[src/rtl/hazard_pkg.sv]
// Shared types for the pipeline hazard/stall sequencer: FSM states and the
// bundle of pipeline-register control signals it drives.
package hazard_pkg;

  typedef enum logic [1:0] {
    RUN        = 2'd0,
    LOAD_STALL = 2'd1,
    MEM_WAIT   = 2'd2
  } state_e;

  localparam logic [4:0] REG_X0 = 5'd0;

  typedef struct packed {
    logic pc_write;
    logic if_id_write;
    logic if_id_flush;
    logic id_ex_write;
    logic id_ex_flush;
    logic ex_mem_write;
    logic mem_wb_bubble;
  } ctrl_t;

  // Canned control patterns, field order as in ctrl_t
  localparam ctrl_t CTRL_RUN    = '{1'b1, 1'b1, 1'b0, 1'b1, 1'b0, 1'b1, 1'b0};
  localparam ctrl_t CTRL_RESET  = '{1'b0, 1'b0, 1'b1, 1'b0, 1'b1, 1'b0, 1'b1};
  localparam ctrl_t CTRL_FREEZE = '{1'b0, 1'b0, 1'b0, 1'b0, 1'b0, 1'b0, 1'b1};
  localparam ctrl_t CTRL_LOAD   = '{1'b0, 1'b0, 1'b0, 1'b1, 1'b1, 1'b1, 1'b0};
  localparam ctrl_t CTRL_FLUSH  = '{1'b1, 1'b1, 1'b1, 1'b1, 1'b1, 1'b1, 1'b0};

endpackage

[src/rtl/hazard_stall_ctrl_sat_counter.sv]
// Saturating up-counter with synchronous clear that wins over increment.
module sat_counter #(
  parameter int unsigned CNT_W = 32
) (
  input  logic             clk,
  input  logic             rst_n,
  input  logic             inc_i,
  input  logic             clr_i,
  output logic [CNT_W-1:0] count_o
);

  logic [CNT_W-1:0] cnt_q;

  always_ff @(posedge clk or negedge rst_n) begin
    if (!rst_n) begin
      cnt_q <= '0;
    end else if (clr_i) begin
      cnt_q <= '0;
    end else if (inc_i && (cnt_q != '1)) begin
      cnt_q <= cnt_q + CNT_W'(1);
    end
  end

  assign count_o = cnt_q;

endmodule

[src/rtl/hazard_stall_ctrl.sv]
// Hazard/stall sequencer for the 5-stage core: load-use bubbles, taken-branch
// flushes and data-memory freezes, plus saturating stall/flush counters.
module hazard_stall_ctrl
  import hazard_pkg::*;
#(
  parameter int unsigned LOAD_LAT = 1,
  parameter int unsigned CNT_W    = 32
) (
  input  logic             clk,
  input  logic             rst_n,
  input  logic [4:0]       IF_ID_rs1,
  input  logic [4:0]       IF_ID_rs2,
  input  logic             ID_uses_rs1,
  input  logic             ID_uses_rs2,
  input  logic             ID_EX_MemRead,
  input  logic [4:0]       ID_EX_rd,
  input  logic             EX_branch_taken,
  input  logic             mem_req,
  input  logic             mem_ready,
  input  logic             perf_clr,
  output logic             PC_write,
  output logic             IF_ID_write,
  output logic             IF_ID_flush,
  output logic             ID_EX_write,
  output logic             ID_EX_flush,
  output logic             EX_MEM_write,
  output logic             MEM_WB_bubble,
  output logic [CNT_W-1:0] stall_cycles,
  output logic [CNT_W-1:0] flush_count,
  output logic [1:0]       state
);

  localparam int unsigned LCNT_W = 3;

  state_e            state_q, state_d, saved_q, saved_d, eff_state;
  logic [LCNT_W-1:0] cnt_q, cnt_d;
  ctrl_t             ctrl;
  logic              freeze, lu_hazard, flush_evt;

  assign freeze    = mem_req && !mem_ready;
  assign lu_hazard = ID_EX_MemRead && (ID_EX_rd != REG_X0) &&
                     ((ID_uses_rs1 && (ID_EX_rd == IF_ID_rs1)) ||
                      (ID_uses_rs2 && (ID_EX_rd == IF_ID_rs2)));

  always_ff @(posedge clk or negedge rst_n) begin
    if (!rst_n) begin
      state_q <= RUN;
      saved_q <= RUN;
      cnt_q   <= '0;
    end else begin
      state_q <= state_d;
      saved_q <= saved_d;
      cnt_q   <= cnt_d;
    end
  end

  // Leaving MEM_WAIT behaves exactly like the state that was interrupted
  always_comb begin
    state_d   = state_q;
    saved_d   = saved_q;
    cnt_d     = cnt_q;
    ctrl      = CTRL_RUN;
    flush_evt = 1'b0;
    eff_state = (state_q == MEM_WAIT) ? saved_q : state_q;
    if (freeze) begin
      ctrl    = CTRL_FREEZE;
      state_d = MEM_WAIT;
      saved_d = eff_state;
    end else begin
      state_d = eff_state;
      case (eff_state)
        LOAD_STALL: begin
          ctrl = CTRL_LOAD;
          if (cnt_q == LCNT_W'(1)) begin
            state_d = RUN;
          end
          cnt_d = cnt_q - LCNT_W'(1);
        end
        default: begin
          if (EX_branch_taken) begin
            ctrl      = CTRL_FLUSH;
            flush_evt = 1'b1;
          end else if (lu_hazard) begin
            ctrl = CTRL_LOAD;
            if (LOAD_LAT > 1) begin
              state_d = LOAD_STALL;
              cnt_d   = LCNT_W'(LOAD_LAT - 1);
            end
          end
        end
      endcase
    end
    if (!rst_n) begin
      ctrl = CTRL_RESET;
    end
  end

  assign PC_write      = ctrl.pc_write;
  assign IF_ID_write   = ctrl.if_id_write;
  assign IF_ID_flush   = ctrl.if_id_flush;
  assign ID_EX_write   = ctrl.id_ex_write;
  assign ID_EX_flush   = ctrl.id_ex_flush;
  assign EX_MEM_write  = ctrl.ex_mem_write;
  assign MEM_WB_bubble = ctrl.mem_wb_bubble;
  assign state         = state_q;

  sat_counter #(.CNT_W(CNT_W)) u_stall_cnt (
    .clk     (clk),
    .rst_n   (rst_n),
    .inc_i   (!ctrl.pc_write),
    .clr_i   (perf_clr),
    .count_o (stall_cycles)
  );

  sat_counter #(.CNT_W(CNT_W)) u_flush_cnt (
    .clk     (clk),
    .rst_n   (rst_n),
    .inc_i   (flush_evt),
    .clr_i   (perf_clr),
    .count_o (flush_count)
  );

endmodule

[config.mk]
export PLATFORM = sky130hd
export DESIGN_NAME = hazard_stall_ctrl
export DESIGN_NICKNAME = d
export VERILOG_FILES = /design/src/rtl/hazard_pkg.sv /design/src/rtl/hazard_stall_ctrl_sat_counter.sv /design/src/rtl/hazard_stall_ctrl.sv
export SDC_FILE = /design/constraint.sdc
export NUM_CORES = 1
export LEC_CHECK = 0
export BUFFER_PORTS_ARGS = -buffer_cell sky130_fd_sc_hd__buf_2
export CORE_ASPECT_RATIO = 0.6
export CORE_MARGIN = 2
export CORE_UTILIZATION = 45
export DETAILED_ROUTE_END_ITERATION = 10
export PLACE_DENSITY = 0.72
export SYNTH_ARGS = -nofsm -noshare
export SYNTH_HDL_FRONTEND = slang
export SYNTH_SLANG_ARGS = --single-unit
[constraint.sdc]
create_clock -name clk -period 2.1 [get_ports clk]
set_input_delay 0.105 -clock clk [delete_from_list [all_inputs] [get_ports clk]]
set_output_delay 0.105 -clock clk [all_outputs]
set_load 0.005 [all_outputs]
==> metrics.md <==
| Metric | Value |
|---|---|
| Die width | `127 um` |
| Post-Synthesis Cells | `445` |
| Initial antenna violation count | `0` |
| Leak | `2.71 nW` |
| Max Clk Rate | `464 MHz` |
| Largest net degree at the start of global routing | `69` |
| Routed length per instance | `16.5 um` |
| Min Clock Period, post-route | `2160 ps` |
| DRT iter0 DRCs | `408` |
| Skew-Pair Late Insertion Delay | `340 ps` |
| Most common cell after layout, fill and taps aside | `buf_2` |
| Number of vias per cell | `5.72` |
| CTS tree | `built` |
| Syn avg cell area | `9.15 sq um` |
| Post-route ant nets | `0` |
| Die Span Y | `77.7 um` |
| DR pass1 iterations | `5` |
| # H-tree levels | `3` |
| Netlist cell types | `49` |
| Critical Path Fanout Max | `8` |
| CP Class | `reg -> reg` |
| Max-cap viol count | `0` |
| Synth Area in XOR/XNOR | `0.0860` |
| Peak supply drop | `393 uV` |
| Initial core utilization | `0.471` |
| Final Hold Violating Endpoints | `0` |
| Synthesized net count | `473` |
| CTS buffer count | `9` |
| CP arrival | `2410 ps` |
| Row cnt | `26` |
| FF+latch count, synth | `71` |
| Detailed placement HPWL | `8430 um` |
| Share of cells above drive strength 1 | `0.388` |
| Sequential element share of the synthesized area | `0.436` |
| Cell Area, Synth | `4070 sq um` |
| Post-synthesis async set-or-reset flop share | `1.00` |
| Worst-Margin Slew | `1100 ps` |
| Final WS setup | `-55.5 ps` |
| Power, Total | `3.36 mW` |
| RePlAce Congestion | `0.856` |
| Grt total ovfl | `0` |
| Most frequent cells in the layout | `95 x buf_2, 75 x buf_4, 70 x dfrtp_1, 44 x nor2_1, 30 x xnor2_1` |
| Vias in the first global route | `3860` |
| Max-slew headroom | `0.267` |
| First-pass GRT wire length | `19400 um` |
| Die ar. | `9850 sq um` |
| CTS clk-pin slew, worst paths | `60 ps` |
| Predominant post-synthesis flop cell | `dfrtp_1` |
| Final wirelength | `12100 um` |
| Startpoint Class | `register` |
| Outcome | `finished with violations` |
| TritonCTS Sinks | `71` |
| Pre-CTS WS | `-72.5 ps` |
| Final setup fails | `8` |
| Via count | `4202` |
| Fin crit share | `1.03` |
| Main combinational cell family by area after synthesis | `simple AND/OR/NAND/NOR gates` |
| DR DRC count | `0` |
| Post-route cell area | `5810 sq um` |
| Simple-gate share of the synthesized area | `0.296` |
| RSZ-0062 raised after global routing | `true` |
| Yosys warns | `0` |
| Post-Route Skew | `4.69 ps` |
| Number of port buffers | `96` |
| Area delta synth->final | `42.7%` |
| Hold Crit Class | `in -> reg` |
| Adder-Cell Fraction of Synth Area | `0.0123` |
| Placed cells | `705` |
| Root Buffer | `clkbuf_16` |
| Post-DP Area | `5170 sq um` |
| Global Route Usage Sum | `0.247` |
| Slew Limit Fails | `0` |
| Clk buf depth | `2` |
| EDFF count, synth | `0` |
| Core area | `8650 sq um` |
| Failing checks | `setup timing` |
| Ports | `97` |
| Setup TNS | `-209 ps` |
| Synth Area in Compound Gates | `0.116` |
| Worst Path Required | `2350 ps` |
| Final std cells w/o fill | `735` |
| Mux contribution to synthesized area | `0.0243` |
| Crit. End Element | `register` |
| Cell area power density | `579 nW/um^2` |
| Antenna Cells | `0` |
| Nets@finish | `646` |
[layer usage]
layer,GRT usage,vias to the layer above,wire length [um]
met5,0,-,0
met2,0.354,150,5310
met4,0.0626,0,69
li1,-,1968,-
met3,0.0572,10,752
met1,0.375,2074,5990
[cells in the mapped netlist (3+ instances only)]
cell / number / area, sq um
a2111oi_0: 3 / 26.3
a21oi_1: 26 / 130
and2_1: 3 / 18.8
and3_1: 12 / 75.1
and4_1: 9 / 78.8
buf_2: 3 / 15.0
buf_4: 3 / 22.5
clkbuf_1: 9 / 33.8
dfrtp_1: 71 / 1780
ha_1: 4 / 50.1
inv_1: 10 / 37.5
mux2_2: 7 / 78.8
nand2_1: 28 / 105
nand2b_1: 4 / 25.0
nand3_1: 22 / 110
nand4_1: 24 / 150
nor2_1: 44 / 165
nor2b_1: 12 / 75.1
nor3_1: 18 / 90.1
nor3b_1: 3 / 22.5
nor4_1: 3 / 18.8
o211ai_1: 5 / 37.5
o21ai_0: 26 / 130
o31ai_1: 4 / 30.0
or3_1: 19 / 119
or4_1: 6 / 45.0
xnor2_1: 31 / 272
xor2_1: 9 / 78.8
[path summary, 6_finish.rpt]
check	start	end	slack, ps	cells after the start
setup / recovery	u_stall_cnt.count_o[1]	u_stall_cnt.count_o[21]	-60	9
hold / removal	mem_ready	saved_q[0]	60	4
setup reg to reg	u_stall_cnt.count_o[1]	u_stall_cnt.count_o[21]	-60	9
hold reg to reg	cnt_q[2]	cnt_q[2]	470	1
max in group asynchronous	rst_n	u_flush_cnt.count_o[30]	1110	3
min in group asynchronous	rst_n	saved_q[1]	140	2
[state kept, by name (all words and copies together), names as in the netlist]
name and count:
saved_q 2, cnt_q 3, u_flush_cnt.count_o 32, u_stall_cnt.count_o 32
state 2
[final cells by class]
cell class,count,area [sq um]
well taps,112,140
fillers,672,2840
clock buffers,10,239
clock inverters,6,60.1
flip-flops and latches,71,1780
inverters,10,37.5
repair buffers,179,1180
multi-input cells,347,2380
[stage by stage]
stage                util  hold WS (ps)
global route        0.672          91.1
detailed placement  0.598         -60.8
CTS                 0.648          62.7
global placement    0.598         -64.3
finish              0.672          64.3
floorplan               -          -191
[power by group]
group | internal, mW | switching (mW) | leakage [nW]
Clock | 0.945 | 0.595 | 0.144
Sequential | 1.41 | 0.0316 | 0.982
Combinational | 0.177 | 0.206 | 1.58
Total | 2.53 | 0.833 | 2.71
[what timing repair did]
| item | CTS | global route |
|---|---|---|
| endpoints found under the hold margin | 4 | 0 |
| cloned | 1 | 1 |
| resized for setup | 12 | 27 |
| buffers inserted | 5 | 7 |
| hold buffers | 1 | 0 |
| pin swaps | 18 | 19 |
| setup endpoints to repair | 12 | 47 |
[kinds of logic (layout without fill, tap and decap cells)]
group           count (synthesis)  after routing
compound gates                 76             77
xor+xnor                       40             40
fa+ha+maj                       4              4
buf+inv                        28            205
flops                          71             71
mux                             9              9
simple gates                  217            217
[worst max-delay path: stages (launching register included)]
cell     delay (ps)
dfrtp_1         380
ha_2            190
and3_4          150
and4_4          150
a32oi_4         280
o21ai_4         130
buf_12          160
buf_12          130
or3b_1          380
a21oi_2         130
Power figures use the tool's default switching activity.
